--- config.mk ---
export PLATFORM = sky130hd
export DESIGN_NAME = trap_ctrl
export DESIGN_NICKNAME = d
export VERILOG_FILES = /design/src/rtl/trap_ctrl.sv
export SDC_FILE = /design/constraint.sdc
export NUM_CORES = 1
export LEC_CHECK = 0
export CAP_MARGIN = 30
export CORE_ASPECT_RATIO = 0.7
export CORE_MARGIN = 2
export CORE_UTILIZATION = 30
export CTS_CLUSTER_DIAMETER = 80
export DETAILED_ROUTE_END_ITERATION = 8
export PLACE_DENSITY = 0.77
export SETUP_SLACK_MARGIN = 0.02
export SYNTH_ARGS = -nofsm -noshare
export SYNTH_HDL_FRONTEND = slang
export SYNTH_SLANG_ARGS = --single-unit
export TNS_END_PERCENT = 100
--- constraint.sdc ---
create_clock -name clk -period 5.4 [get_ports clk]
set_clock_uncertainty 0.15 [all_clocks]
set_input_delay 1.62 -clock clk [delete_from_list [all_inputs] [get_ports clk]]
set_output_delay 1.62 -clock clk [all_outputs]
set_load 0.02 [all_outputs]
--- src/rtl/trap_ctrl.sv ---
// Trap sequencer at the commit point: latches the winning trap or MRET, then
// runs a CSR-update cycle followed by a flush/redirect cycle.
module trap_ctrl #(
    parameter logic [31:0] RESET_PC = 32'h0000_0000
) (
    input  logic        clk,
    input  logic        rst,
    input  logic        valid_i,
    input  logic [31:0] pc_i,
    input  logic [31:0] inst_i,
    input  logic [31:0] badaddr_i,
    input  logic        exc_iaddr_mis,
    input  logic        exc_illegal,
    input  logic        exc_ebreak,
    input  logic        exc_ld_mis,
    input  logic        exc_st_mis,
    input  logic        exc_ecall,
    input  logic        mret_i,
    input  logic        ext_irq,
    input  logic        tmr_irq,
    input  logic [31:0] mstatus,
    input  logic [31:0] mtvec,
    input  logic [31:0] mepc_r,
    output logic        exception_unit_flag,
    output logic [31:0] mcause_w,
    output logic [31:0] mtval_w,
    output logic [31:0] mepc_w,
    output logic        mret,
    output logic        redirect_valid,
    output logic [31:0] redirect_pc,
    output logic        flush,
    output logic        busy,
    output logic [1:0]  dbg_state
);

    typedef enum logic [1:0] {
        IDLE  = 2'd0,
        TRAP  = 2'd1,
        RET   = 2'd2,
        REDIR = 2'd3
    } state_t;

    state_t state;

    logic ext_s1, ext_s2, tmr_s1, tmr_s2;
    logic ext_pend, tmr_pend;

    always_ff @(posedge clk or posedge rst) begin
        if (rst) begin
            ext_s1 <= 1'b0;
            ext_s2 <= 1'b0;
            tmr_s1 <= 1'b0;
            tmr_s2 <= 1'b0;
        end else begin
            ext_s1 <= ext_irq;
            ext_s2 <= ext_s1;
            tmr_s1 <= tmr_irq;
            tmr_s2 <= tmr_s1;
        end
    end

    assign ext_pend = ext_s2 & mstatus[3];
    assign tmr_pend = tmr_s2 & mstatus[3];

    logic        sel_trap, sel_ret;
    logic [31:0] sel_cause, sel_tval;

    // Interrupts outrank exceptions; exceptions outrank MRET.
    always_comb begin
        sel_trap  = 1'b1;
        sel_ret   = 1'b0;
        sel_cause = 32'd0;
        sel_tval  = 32'd0;
        if (ext_pend) begin
            sel_cause = 32'h8000_000B;
        end else if (tmr_pend) begin
            sel_cause = 32'h8000_0007;
        end else if (exc_iaddr_mis) begin
            sel_cause = 32'd0;
            sel_tval  = badaddr_i;
        end else if (exc_illegal) begin
            sel_cause = 32'd2;
            sel_tval  = inst_i;
        end else if (exc_ebreak) begin
            sel_cause = 32'd3;
            sel_tval  = pc_i;
        end else if (exc_ld_mis) begin
            sel_cause = 32'd4;
            sel_tval  = badaddr_i;
        end else if (exc_st_mis) begin
            sel_cause = 32'd6;
            sel_tval  = badaddr_i;
        end else if (exc_ecall) begin
            sel_cause = 32'd11;
        end else begin
            sel_trap = 1'b0;
            sel_ret  = mret_i;
        end
    end

    logic [31:0] trap_base, trap_target;

    assign trap_base = {mtvec[31:2], 2'b00};

    // Vectored mode only offsets interrupts; synchronous exceptions use the base.
    always_comb begin
        trap_target = trap_base;
        if (mtvec[1:0] == 2'b01 && mcause_w[31])
            trap_target = trap_base + {25'd0, mcause_w[4:0], 2'b00};
    end

    always_ff @(posedge clk or posedge rst) begin
        if (rst) begin
            state               <= IDLE;
            exception_unit_flag <= 1'b0;
            mret                <= 1'b0;
            redirect_valid      <= 1'b0;
            redirect_pc         <= RESET_PC;
            flush               <= 1'b0;
            busy                <= 1'b0;
            mcause_w            <= 32'd0;
            mtval_w             <= 32'd0;
            mepc_w              <= 32'd0;
        end else begin
            case (state)
                IDLE: begin
                    if (valid_i && sel_trap) begin
                        state               <= TRAP;
                        mcause_w            <= sel_cause;
                        mtval_w             <= sel_tval;
                        mepc_w              <= pc_i;
                        exception_unit_flag <= 1'b1;
                        busy                <= 1'b1;
                        flush               <= 1'b1;
                    end else if (valid_i && sel_ret) begin
                        state <= RET;
                        mret  <= 1'b1;
                        busy  <= 1'b1;
                        flush <= 1'b1;
                    end
                end
                TRAP: begin
                    state               <= REDIR;
                    exception_unit_flag <= 1'b0;
                    redirect_valid      <= 1'b1;
                    redirect_pc         <= trap_target;
                end
                RET: begin
                    state          <= REDIR;
                    mret           <= 1'b0;
                    redirect_valid <= 1'b1;
                    redirect_pc    <= mepc_r & 32'hFFFF_FFFC;
                end
                default: begin
                    state          <= IDLE;
                    redirect_valid <= 1'b0;
                    redirect_pc    <= RESET_PC;
                    flush          <= 1'b0;
                    busy           <= 1'b0;
                end
            endcase
        end
    end

    assign dbg_state = state;

    logic unused_bits;
    assign unused_bits = ^{mstatus[31:4], mstatus[2:0]};

endmodule
==> flow_summary.ini <==
[critical_path]
start_kind = input port
reg2regPathDepth = 7
end_kind = flop
r2r-end = redirect_pc[13]
cp_max_fo = 67
r2r-start = dbg_state[0]
critPathKind = in -> reg
worst_ep_required_time_ns = 5.48
r2r_slack_ns = 2.79
arrival_ns = 3.92

[finish]
fin_nets = 1084
mostFrequentLayoutCells = clkdlybuf4s50_1, dfrtp_1, nand2_1
drive_above_1_share = 0.08447
area_growth_pct = 53.07
mostFrequentLayoutCell = clkdlybuf4s50_1

[power]
p_sw_frac = 0.4018
irDropWorstVdd_v = 0.0002250
power_density_mw_per_mm2 = 468.7
pwr-share-seq = 0.317
power_frac_clock = 0.152
p_leak_nw = 3.690
power.switching_w = 0.001715
internal-power_w = 0.002554
combPwrFrac = 0.532

[clock_tree]
cts-root-buf = clkbuf_16
cts_setup_buffers = 0
clk_latency_ns = 0.35
ctsHtreeMaxLevel = 3
clk_pin_slew_ns = 0.07
clock-sinks = 109
clockBufferDepth = 2
cts_tree = done
numCtsBuffers = 9
ctsResizeCount = 0
cts_hold_buf = 0

[floorplanning]
die_w_um = 172.3
io-pin-count = 339
fp.coreArea_mm2 = 0.01964
dieArea_mm2 = 0.02100
die_h_um = 121.8
initial_utilization = 0.3030
rows = 43

[place]
gp_congestion = 0.7874
io_buffers = 276
place_hpwl_mm = 14.77

[timing]
fin_hold_ws_ns = 0.2000
slew_viol_final = 0
final-setup-viol-count = 0
min_period_over_period = 0.7108
rsz0062_at_grt = no
tightest_slew_ns = 0.9736
relSlewSlack = 0.3509
min_period_ns = 3.838
fmaxAchievable_ghz = 0.2605
finalHoldViolCount = 0
tns_ns = 0

[global_route]
grt_max_degree = 68
grt_pass1_wl_mm = 29.38
grt_pass1_vias = 5281
overflow = 0
grt_antenna_before_repair = 1
grt.total_usage = 0.1829

[worst_hold_path]
holdCritPathClass = reg -> reg
hold_path_depth = 0
hold_start = ext_s1
whs_endpoint = ext_s2

[logic_synthesis]
ys_seq_elements = 109
yosysSeqAreaShare = 0.4584
ys_warn_count = 0
async_flop_share = 1.000
netlist_area_mm2 = 0.005951
synth-edff-count = 0
ys.flop_type = dfrtp_1
synthCells = 618
avgSynthCellArea_um2 = 9.629
synth_cell_types = 50

[detailed_routing]
avgViaCountPerCell = 4.816
routed_wl_mm = 19.49
vias = 5524
wl_per_cell_um = 16.99
final_antenna_net_count = 0
firstDrtPassIters = 5
drtIter0Drc = 386
drc_errors = 0

[run]
cap_violations = 0

[status]
status = finished, final reports clean
## cells in the mapped netlist (3+ instances only)
cell type,count,area [um2]
a21o_1,3,22.52
a21oi_1,41,205.2
a22oi_1,58,435.4
and3_1,3,18.77
and3_2,3,22.52
buf_1,3,11.26
buf_2,15,75.07
buf_4,35,262.8
clkbuf_1,14,52.55
dfrtp_1,109,2728
ha_1,8,100.1
inv_1,17,63.81
mux2_2,32,360.4
nand2_1,65,244.0
nand3_1,4,20.02
nand4_1,4,25.02
nor2_1,56,210.2
nor3_1,8,40.04
nor3_2,4,40.04
o21ai_0,33,165.2
o21ai_1,9,45.04
o31ai_1,33,247.7
xnor2_1,20,175.2
xor2_1,7,61.31
## worst max-delay path, cell delays in order
cell,delay (ns)
clkdlybuf4s50_1,0.43
nor2_1,0.31
nand4_1,0.43
nand3_4,0.38
buf_12,0.32
mux2_2,0.38
## power by group through the flow
stage	sequential, W	combinational, W	clock, W
2_1_floorplan	0.00176	0.000865	0
3_3_place_gp	0.00135	0.00225	0
3_5_place_dp	0.00137	0.00228	0
4_1_cts	0.00136	0.00229	0.000672
5_1_grt	0.00140	0.00245	0.000701
6_report	0.00135	0.00227	0.000647
## metrics by stage
stage / cells / util / worst slack (ns) / cell area [um2] / total power, W
after floorplan: 646 / - / 0.7561 / 6056 / 0.002626
after global placement: 1130 / 0.4493 / 1.202 / 8822 / 0.003603
after detailed placement: 1130 / 0.4493 / 1.182 / 8822 / 0.003647
after CTS: 1146 / 0.4637 / 1.553 / 9106 / 0.004313
after global routing: 1147 / 0.4638 / 1.406 / 9109 / 0.004545
final: 1147 / 0.4638 / 1.562 / 9109 / 0.004270
## how the worst max path moves through the flow
stage | startpoint | endpoint | slack, ns
global placement | exc_st_mis | mepc_w[31] | 1.20
CTS | exc_st_mis | mepc_w[20] | 1.55
global route | exc_ld_mis | mepc_w[19] | 1.41
floorplan | rst | busy | 0.76
finish | exc_st_mis | mepc_w[17] | 1.56
detailed placement | exc_st_mis | mepc_w[17] | 1.18
## state kept, by name (all words and copies together) (netlist names), 2 cells and up
name,cells
dbg_state,2
mcause_w,5
mepc_w,32
mtval_w,32
redirect_pc,30
## cell families (layout without fill, tap and decap cells)
family | after synthesis | count (layout) | synth area share
AO/OA/AOI/OAI | 192 | 192 | 0.2103
AND/OR/NAND/NOR | 159 | 159 | 0.1222
flip-flops | 109 | 109 | 0.4584
buffers and inverters | 87 | 317 | 0.08473
multiplexers | 34 | 34 | 0.06392
XOR/XNOR | 27 | 27 | 0.03974
adder cells (fa/ha/maj) | 9 | 9 | 0.02019
other | 1 | 30 | 0.0006302
## area by class of cell
type / instances / area [um2]
fillers: 1844 / 10530
multi-input cells: 450 / 2848
repair buffers: 284 / 2843
flip-flops and latches: 109 / 2728
well taps: 270 / 337.8
clock buffers: 10 / 239.0
inverters: 17 / 66.31
clock inverters: 6 / 45.04
diodes: 1 / 2.502
## metal layers
layer	routed length, um	part of all wire	global-route usage	vias to the layer above
met1	9382	0.48	0.2678	2653
met2	8506	0.44	0.2686	198
met3	1289	0.066	0.04288	23
li1	-	-	-	2650
met5	0	0	0	-
met4	312	0.016	0.05200	0
Power figures use the tool's default switching activity.
